File: config.mk
export PLATFORM = sky130hd
export DESIGN_NAME = ysyx_22040386_if_fetch
export DESIGN_NICKNAME = d
export VERILOG_FILES = /design/src/rtl/ysyx_22040386_if_fetch_pkg.sv /design/src/rtl/ysyx_22040386_if_buf.sv /design/src/rtl/ysyx_22040386_if_fetch.sv
export SDC_FILE = /design/constraint.sdc
export NUM_CORES = 1
export LEC_CHECK = 0
export CAP_MARGIN = 10
export CORE_ASPECT_RATIO = 2
export CORE_MARGIN = 1.5
export CORE_UTILIZATION = 45
export DETAILED_ROUTE_END_ITERATION = 16
export GPL_TIMING_DRIVEN = 1
export PLACE_DENSITY_LB_ADDON = 0.25
export SETUP_SLACK_MARGIN = 0.1
export SLEW_MARGIN = 10
export SYNTH_ARGS = -nofsm -noshare
export SYNTH_HDL_FRONTEND = slang
export SYNTH_HIERARCHICAL = 1
export SYNTH_SLANG_ARGS = --single-unit
File: constraint.sdc
create_clock -name i_if_fetch_clk -period 4.9 [get_ports i_if_fetch_clk]
set_clock_uncertainty 0.15 [all_clocks]
set_input_delay 0.98 -clock i_if_fetch_clk [delete_from_list [all_inputs] [get_ports i_if_fetch_clk]]
set_output_delay 0.98 -clock i_if_fetch_clk [all_outputs]
set_load 0.005 [all_outputs]
File: src/rtl/ysyx_22040386_if_fetch_pkg.sv
// ysyx_22040386_if_fetch_pkg: shared constants and FSM encoding for the fetch stage
package ysyx_22040386_if_fetch_pkg;
  localparam logic [31:0] DEFAULT_NOP_INST = 32'h0000_0013;
  localparam logic [63:0] DEFAULT_RESET_PC = 64'h8000_0000;
  typedef enum logic {S_REQ = 1'b0, S_WAIT = 1'b1} state_e;
endpackage

File: src/rtl/ysyx_22040386_if_buf.sv
// ysyx_22040386_if_buf: one-entry inst/pc holding buffer presenting NOP/0 when empty
module ysyx_22040386_if_buf #(
  parameter logic [31:0] NOP_INST = ysyx_22040386_if_fetch_pkg::DEFAULT_NOP_INST
) (
  input  logic        clk_i,
  input  logic        rst_ni,
  input  logic        load_i,
  input  logic        consume_i,
  input  logic        flush_i,
  input  logic [31:0] inst_i,
  input  logic [63:0] pc_i,
  output logic [31:0] inst_o,
  output logic [63:0] pc_o,
  output logic        valid_o
);
  logic        valid_q, valid_d;
  logic [31:0] inst_q;
  logic [63:0] pc_q;
  always_comb valid_d = flush_i ? 1'b0 : load_i ? 1'b1 : consume_i ? 1'b0 : valid_q;
  always_ff @(posedge clk_i or negedge rst_ni) begin
    if (!rst_ni) begin
      valid_q <= 1'b0;
      inst_q  <= '0;
      pc_q    <= '0;
    end else begin
      valid_q <= valid_d;
      if (load_i) begin
        inst_q <= inst_i;
        pc_q   <= pc_i;
      end
    end
  end
  always_comb begin
    valid_o = valid_q;
    inst_o  = valid_q ? inst_q : NOP_INST;
    pc_o    = valid_q ? pc_q : 64'd0;
  end
endmodule

File: src/rtl/ysyx_22040386_if_fetch.sv
// ysyx_22040386_if_fetch: IF stage issuing one-outstanding imem fetches into a one-entry IF/ID buffer
module ysyx_22040386_if_fetch #(
  parameter logic [63:0] RESET_PC = ysyx_22040386_if_fetch_pkg::DEFAULT_RESET_PC,
  parameter logic [31:0] NOP_INST = ysyx_22040386_if_fetch_pkg::DEFAULT_NOP_INST
) (
  input  logic        i_if_fetch_clk,
  input  logic        i_if_fetch_rst_n,
  input  logic        i_if_fetch_jump_flag,
  input  logic [63:0] i_if_fetch_jump_pc,
  input  logic        i_if_fetch_load_use_flag,
  output logic        o_if_fetch_imem_req_valid,
  input  logic        i_if_fetch_imem_req_ready,
  output logic [63:0] o_if_fetch_imem_addr,
  input  logic        i_if_fetch_imem_rsp_valid,
  input  logic [31:0] i_if_fetch_imem_rsp_data,
  output logic [31:0] o_if_fetch_inst,
  output logic [63:0] o_if_fetch_pc,
  output logic [4:0]  o_if_fetch_reg_rd_addr1,
  output logic [4:0]  o_if_fetch_reg_rd_addr2,
  output logic        o_if_fetch_inst_valid
);
  import ysyx_22040386_if_fetch_pkg::*;
  state_e      state_q, state_d;
  logic [63:0] fetch_pc_q, fetch_pc_d, req_pc_q, req_pc_d;
  logic        drop_q, drop_d;
  logic        buf_valid, consume, fire, load;
  assign consume = buf_valid & ~i_if_fetch_jump_flag & ~i_if_fetch_load_use_flag;
  assign fire    = o_if_fetch_imem_req_valid & i_if_fetch_imem_req_ready;
  always_ff @(posedge i_if_fetch_clk or negedge i_if_fetch_rst_n) begin
    if (!i_if_fetch_rst_n) state_q <= S_REQ;
    else state_q <= state_d;
  end
  always_comb begin
    state_d = state_q == S_REQ ? (fire ? S_WAIT : S_REQ)
                               : (i_if_fetch_imem_rsp_valid ? S_REQ : S_WAIT);
  end
  always_comb begin
    o_if_fetch_imem_req_valid = i_if_fetch_rst_n & (state_q == S_REQ) & ~i_if_fetch_jump_flag
                              & (~buf_valid | consume);
    o_if_fetch_imem_addr      = fetch_pc_q;
    load = (state_q == S_WAIT) & i_if_fetch_imem_rsp_valid & ~drop_q & ~i_if_fetch_jump_flag;
  end
  // a jump while a request is in flight poisons that response; a response in the jump cycle clears it
  always_comb begin
    fetch_pc_d = i_if_fetch_jump_flag ? (i_if_fetch_jump_pc & ~64'd3)
               : fire ? fetch_pc_q + 64'd4 : fetch_pc_q;
    req_pc_d   = fire ? fetch_pc_q : req_pc_q;
    drop_d     = state_q == S_WAIT ? (i_if_fetch_imem_rsp_valid ? 1'b0 : (i_if_fetch_jump_flag | drop_q))
                                   : drop_q;
  end
  always_ff @(posedge i_if_fetch_clk or negedge i_if_fetch_rst_n) begin
    if (!i_if_fetch_rst_n) begin
      fetch_pc_q <= RESET_PC;
      req_pc_q   <= '0;
      drop_q     <= 1'b0;
    end else begin
      fetch_pc_q <= fetch_pc_d;
      req_pc_q   <= req_pc_d;
      drop_q     <= drop_d;
    end
  end
  ysyx_22040386_if_buf #(.NOP_INST(NOP_INST)) u_buf (
    .clk_i    (i_if_fetch_clk),
    .rst_ni   (i_if_fetch_rst_n),
    .load_i   (load),
    .consume_i(consume),
    .flush_i  (i_if_fetch_jump_flag),
    .inst_i   (i_if_fetch_imem_rsp_data),
    .pc_i     (req_pc_q),
    .inst_o   (o_if_fetch_inst),
    .pc_o     (o_if_fetch_pc),
    .valid_o  (buf_valid)
  );
  assign o_if_fetch_inst_valid   = buf_valid;
  assign o_if_fetch_reg_rd_addr1 = o_if_fetch_inst[19:15];
  assign o_if_fetch_reg_rd_addr2 = o_if_fetch_inst[24:20];
endmodule

==> impl_metrics.env, run 1 <==
export IMPL_synth_area_top_cells="dfrtp_1 (50%), nand2_1 (8.6%), mux2_2 (6.9%)"
export IMPL_p_int_mw=3.96
export IMPL_setup_violations=0
export IMPL_worst_pin_slew_ps=1000
export IMPL_gp_congestion=0.838
export IMPL_hpwl_mm=21.9
export IMPL_core_area_mm2=0.0239
export IMPL_nFillCells=2022
export IMPL_areaGrowthSynthToFinish_pct=31.9
export IMPL_cellPowerDensity_mw_per_mm2=370
export IMPL_syn_area_per_cell_um2=10.1
export IMPL_port_buffers=269
export IMPL_grt_pass1_wl_mm=50.5
export IMPL_grt_util_all_layers_pct=25.2
export IMPL_cp_required_ps=3770
export IMPL_pwr_share_clk_pct=31.7
export IMPL_crit_path_end_kind="output pin"
export IMPL_placed_area_mm2=0.0138
export IMPL_cpPeakStageDelay_ps=740
export IMPL_post_cts_buffers=0
export IMPL_avgViaCountPerCell=5.66
export IMPL_grt_pass1_vias=9033
export IMPL_wl_met2_mm=16.8
export IMPL_post_route_period_util_pct=76.0
export IMPL_hold_class="in -> async"
export IMPL_cp_buffers_inverters=2
export IMPL_nNetsFinal=1429
export IMPL_met3_length_mm=1.71
export IMPL_async_flop_share_pct=100
export IMPL_initial_utilization_pct=46.1
export IMPL_slowest_stage="dfrtp_2"
export IMPL_rows=80
export IMPL_cts_resized=0
export IMPL_final_max_slew_viol_count=0
export IMPL_die_area_mm2=0.0255
export IMPL_outcome="finished, final reports clean"
export IMPL_setup_tns_ps=0
export IMPL_fin_util_pct=60.8
export IMPL_root_buffer="clkbuf_16"
export IMPL_cts_tree="built"
export IMPL_die_y_um=224
export IMPL_dr_pass1_iters=6
export IMPL_synth_edff_count=0
export IMPL_synthCells=1096
export IMPL_power_switching_mw=1.42
export IMPL_p_seq_share_pct=49.9
export IMPL_netlist_cell_type_count=63
export IMPL_synth_top_cell_by_area="dfrtp_1"
export IMPL_grt_overflow=0
export IMPL_cts_buffers=21
export IMPL_crit_family="buffers and inverters"
export IMPL_synth_most_common_cell="nand2_1"
export IMPL_swShare_pct=26.4
export IMPL_fin_cells=1627
export IMPL_cts_buffer_depth=3
export IMPL_ios=274
export IMPL_slew_headroom_pct=33.2
export IMPL_rsz0062_at_grt="no"
export IMPL_ir_worst_vdd_v=0.000228
export IMPL_drive_gt1_share_pct=12.6
export IMPL_wl_mm=32.1
export IMPL_fmax_ghz=0.269
export IMPL_yosys_area_top_type_share_pct=50.4
export IMPL_via_count=9203
export IMPL_hold_violations=0
export IMPL_postRouteAntennaNets=0
export IMPL_final_cell_area_mm2=0.0146
export IMPL_wl_per_cell_um=19.7
export IMPL_ys_ff_latch=223
export IMPL_p_leak_nw=6.27
export IMPL_power_frac_comb_pct=18.4
export IMPL_top_layer="met4"
export IMPL_clk_pin_slew_worst_paths_ps=70
export IMPL_place_inst=1590
export IMPL_drc_errors=0
export IMPL_period_minus_slack_ps=3720
export IMPL_drtIter0Drc=472
export IMPL_yosys_top_cells_count="nand2_1 (254), dfrtp_1 (222), and2_1 (104)"
export IMPL_ys_flop_type="dfrtp_1"
export IMPL_ys_seq_area_share_pct=50.6
export IMPL_start_kind="flip-flop"
export IMPL_antenna_found_initial=1
export IMPL_syn_area_mm2=0.0110
export IMPL_synth_warnings=6
export IMPL_wl_met1_mm=12.0
export IMPL_insertion_delay_ps=510
export IMPL_grt_max_degree=167
export IMPL_drv_cap=0
export IMPL_crit_fanout=67
export IMPL_crit_chain="buf_4 -> and2_1 -> clkdlybuf4s50_1"
export IMPL_cts_sink_count=223
export IMPL_cts_htree_levels=1
export IMPL_ctsHoldBuffers=0
export IMPL_arrival_ps=2590
export IMPL_crit_type="reg -> out"
export IMPL_die_w_um=114
-- cell families (layout without fill, tap and decap cells) --
logic type	count (synthesis)	in the layout	share of synthesized area, %
and+or+nand+nor	555	555	25.8
DFF	223	223	50.6
AOI/OAI and AO/OA	128	128	8.04
muxes	102	102	11.3
buffers and inverters	85	325	3.99
adders and majority gates	1	1	0.113
other	1	5	0.0340
xor gates and xnor gates	1	1	0.0794
-- cell usage in the layout (no fill, tap or decap), types with 12 or more instances in the layout --
master	Yosys	layout
clkdlybuf4s50_1	0	267
nor2_1	25	23
or4_1	15	15
dfrtp_1	222	221
o21ai_0	29	29
mux2_2	68	68
clkbuf_16	0	21
nand2_1	254	254
or3_1	12	12
a31oi_1	16	16
o211ai_1	13	13
mux2_4	29	29
nand3_1	54	54
and2_1	104	104
a21oi_1	12	12
nand4_1	22	22
-- worst register-to-register path, stage by stage, from the launching register on --
cell and delay, ps:
dfrtp_1 480, ha_1 260, nand3_1 280, nor3_4 690
nand3_1 440, or4_1 580, o211ai_1 100
-- stage by stage --
stage | total power, mW | setup WS, ps | hold WS [ps]
after global routing | 5.66 | 947 | 260
after global placement | 3.65 | 1220 | 302
after detailed placement | 3.70 | 1180 | 307
after floorplan | 3.22 | 1940 | 290
final | 5.38 | 1180 | 236
after CTS | 5.43 | 1070 | 254
-- sequential cells by signal (all words and copies together) (netlist names) --
signal	flops
u_buf/pc_q	64
o_if_fetch_imem_addr	62
req_pc_q	62
u_buf/inst_q	32
drop_q	1
state_q	1
u_buf/valid_o	1
-- power by group through the flow --
stage          combinational [mW]  clock [mW]  sequential, mW
2_1_floorplan               0.629           0            2.59
3_3_place_gp                0.964           0            2.68
3_5_place_dp                0.991           0            2.71
4_1_cts                      1.00        1.74            2.68
5_1_grt                      1.08        1.83            2.75
6_report                    0.989        1.71            2.68
-- layout make-up --
| class | instances | area (µm²) | share of cell area [%] |
|---|---|---|---|
| diodes | 1 | 2.50 | 0.0172 |
| multi-input cells | 791 | 5040 | 34.6 |
| repair buffers | 282 | 2830 | 19.4 |
| flip-flops and latches | 223 | 5580 | 38.4 |
| clock buffers | 31 | 633 | 4.35 |
| well taps | 287 | 359 | 2.47 |
| clock inverters | 5 | 80.1 | 0.550 |
| inverters | 7 | 26.3 | 0.181 |
-- worst paths after layout --
check	from	endpoint	slack, ps	cells after the start
max reg2reg	o_if_fetch_imem_addr[2]$_DFFE_PN0P_	o_if_fetch_imem_addr[62]$_DFFE_PN0P_	1840	6
min	i_if_fetch_rst_n	req_pc_q[58]$_DFFE_PN0P_	240	1
max	u_buf/valid_o$_DFFE_PN0P_	o_if_fetch_inst[17]	1180	3
min in group i_if_fetch_clk	req_pc_q[52]$_DFFE_PN0P_	req_pc_q[52]$_DFFE_PN0P_	320	2
min reg2reg	req_pc_q[52]$_DFFE_PN0P_	req_pc_q[52]$_DFFE_PN0P_	320	2
max in group asynchronous	i_if_fetch_rst_n	u_buf/pc_q[46]$_DFFE_PN0P_	3090	2
-- per-layer routing --
| metal | track usage, % | vias to the layer above |
|---|---|---|
| li1 | - | 4290 |
| met1 | 29.5 | 4492 |
| met2 | 44.6 | 343 |
| met3 | 3.23 | 78 |
| met4 | 13.1 | 0 |
| met5 | 0 | - |
(Power assumes the default switching activity.)
==> run 2: changes to the inputs <==
==> constraint.sdc (replaced) <==
create_clock -name i_if_fetch_clk -period 3.4 [get_ports i_if_fetch_clk]
set_clock_uncertainty 0.15 [all_clocks]
set_input_delay 0.68 -clock i_if_fetch_clk [delete_from_list [all_inputs] [get_ports i_if_fetch_clk]]
set_output_delay 0.68 -clock i_if_fetch_clk [all_outputs]
set_load 0.005 [all_outputs]
==> impl_metrics.env, run 2 (synthesis results as in run 1) <==
export IMPL_insertion_delay_ps=520
export IMPL_pwr_share_clk_pct=33.3
export IMPL_r2r_end="o_if_fetch_imem_addr[62]$_DFFE_PN0P_"
export IMPL_most_common_layout_cells="clkdlybuf4s50_1 (267), nand2_1 (254), dfrtp_1 (221)"
export IMPL_period_minus_slack_ps=3200
export IMPL_swShare_pct=26.4
export IMPL_largest_register_ffs=64
export IMPL_crit_path_end_kind="output pin"
export IMPL_die_area_mm2=0.0255
export IMPL_initial_utilization_pct=46.1
export IMPL_p_int_mw=5.86
export IMPL_hold_class="reg -> reg"
export IMPL_post_cts_buffers=0
export IMPL_fmax_ghz=0.313
export IMPL_hpwl_mm=23.2
export IMPL_clk_pin_slew_worst_paths_ps=60
export IMPL_grt_overflow=0
export IMPL_antenna_found_initial=0
export IMPL_power_frac_comb_pct=18.2
export IMPL_finalPower_mw=7.96
export IMPL_root_buffer="clkbuf_16"
export IMPL_postRouteAntennaNets=0
export IMPL_cts_tree="built"
export IMPL_cts_sink_count=223
export IMPL_dr_pass1_iters=5
export IMPL_start_kind="primary input"
export IMPL_cts_buffers=21
export IMPL_slew_headroom_pct=35.0
export IMPL_setup_tns_ps=0
export IMPL_core_area_mm2=0.0239
export IMPL_cellPowerDensity_mw_per_mm2=541
export IMPL_wl_per_cell_um=19.9
export IMPL_worst_pin_slew_ps=974
export IMPL_drv_cap=0
export IMPL_grt_pass1_vias=9393
export IMPL_regArea_mm2=0.00558
export IMPL_cp_required_ps=2570
export IMPL_p_seq_share_pct=48.5
export IMPL_ios=274
export IMPL_worstSetupStartpoint="i_if_fetch_rst_n"
export IMPL_ff2ff_setup_slack_ps=680
export IMPL_grt_max_degree=91
export IMPL_drc_errors=0
export IMPL_r2r_start="o_if_fetch_imem_addr[2]$_DFFE_PN0P_"
export IMPL_nNetsFinal=1444
export IMPL_antenna_cells=0
export IMPL_via_count=9271
export IMPL_p_leak_nw=6.36
export IMPL_cts_htree_levels=1
export IMPL_place_inst=1604
export IMPL_crit_fanout=34
export IMPL_areaGrowthSynthToFinish_pct=33.4
export IMPL_cts_buffer_depth=3
export IMPL_nFillCells=2019
export IMPL_rr_worst_depth=6
export IMPL_avgViaCountPerCell=5.65
export IMPL_multiInputGateArea_mm2=0.00504
export IMPL_die_y_um=224
export IMPL_fin_cells=1642
export IMPL_rows=80
export IMPL_rsz0062_at_grt="no"
export IMPL_wl_mm=32.7
export IMPL_crit_end="o_if_fetch_imem_req_valid"
export IMPL_setup_violations=0
export IMPL_top_register="u_buf/pc_q"
export IMPL_outcome="finished, final reports clean"
export IMPL_arrival_ps=2370
export IMPL_final_common_cell="clkdlybuf4s50_1"
export IMPL_gp_congestion=0.860
export IMPL_post_route_period_util_pct=94.1
export IMPL_die_w_um=114
export IMPL_grt_util_all_layers_pct=25.5
export IMPL_drtIter0Drc=439
export IMPL_crit_type="in -> out"
export IMPL_hold_violations=0
export IMPL_timing_hold_ws_ps=318
export IMPL_drive_gt1_share_pct=13.7
export IMPL_grt_pass1_wl_mm=51.1
export IMPL_final_max_slew_viol_count=0
export IMPL_port_buffers=269
export IMPL_ir_worst_vdd_v=0.000642
export IMPL_power_switching_mw=2.10
run 2: final cells by class:
cell class / instances / area share (%)
sequential: 223 / 37.9
multi-input combinational: 791 / 34.2
timing repair buffer: 297 / 19.9
clock buffer: 25 / 3.88
tap: 287 / 2.44
clock inverter: 12 / 1.40
inverter: 7 / 0.179
run 2: worst min-delay path by stage:
stage,slack (ps),depth (start not counted),to,startpoint
final,320,2,req_pc_q[57]$_DFFE_PN0P_,req_pc_q[57]$_DFFE_PN0P_
after CTS,310,2,u_buf/valid_o$_DFFE_PN0P_,i_if_fetch_jump_flag
after global routing,340,2,u_buf/valid_o$_DFFE_PN0P_,i_if_fetch_jump_flag
after floorplan,230,0,drop_q$_DFFE_PN0P_,i_if_fetch_rst_n
after detailed placement,310,2,req_pc_q[56]$_DFFE_PN0P_,req_pc_q[56]$_DFFE_PN0P_
after global placement,300,2,req_pc_q[37]$_DFFE_PN0P_,req_pc_q[37]$_DFFE_PN0P_
run 2: through the flow:
| stage | setup slack [ps] | instance area (µm²) | utilization (%) |
|---|---|---|---|
| 4_1_cts | 179 | 14700 | 61.5 |
| 3_3_place_gp | 306 | 13900 | 58.2 |
| 5_1_grt | 136 | 14700 | 61.5 |
| 2_1_floorplan | 878 | 11000 | - |
| 6_report | 202 | 14700 | 61.5 |
| 3_5_place_dp | 271 | 13900 | 58.2 |
run 2: worst max-delay path, cell delays in order:
cell and delay, ps:
dlygate4sd3_1 590, buf_8 270, nor3b_1 270, clkdlybuf4s50_1 540
run 2: power groups by stage:
| stage | combinational (mW) | sequential [mW] | clock [mW] |
|---|---|---|---|
| after floorplan | 0.906 | 3.73 | 0 |
| after global placement | 1.40 | 3.87 | 0 |
| after detailed placement | 1.45 | 3.91 | 0 |
| after CTS | 1.46 | 3.87 | 2.71 |
| after global routing | 1.59 | 3.97 | 2.80 |
| final | 1.45 | 3.87 | 2.65 |
run 2: what timing repair did:
action,in CTS,in global routing
hold buffers,1,0
hold endpoints to repair,30,0
gates resized for setup,0,0
run 2: metal layers:
metal	track usage (%)	vias up	share of wire (%)
li1	-	4307	-
met1	28.6	4540	37
met2	46.7	341	54
met3	3.29	83	4.8
met4	13.0	0	4.9
met5	0	-	0
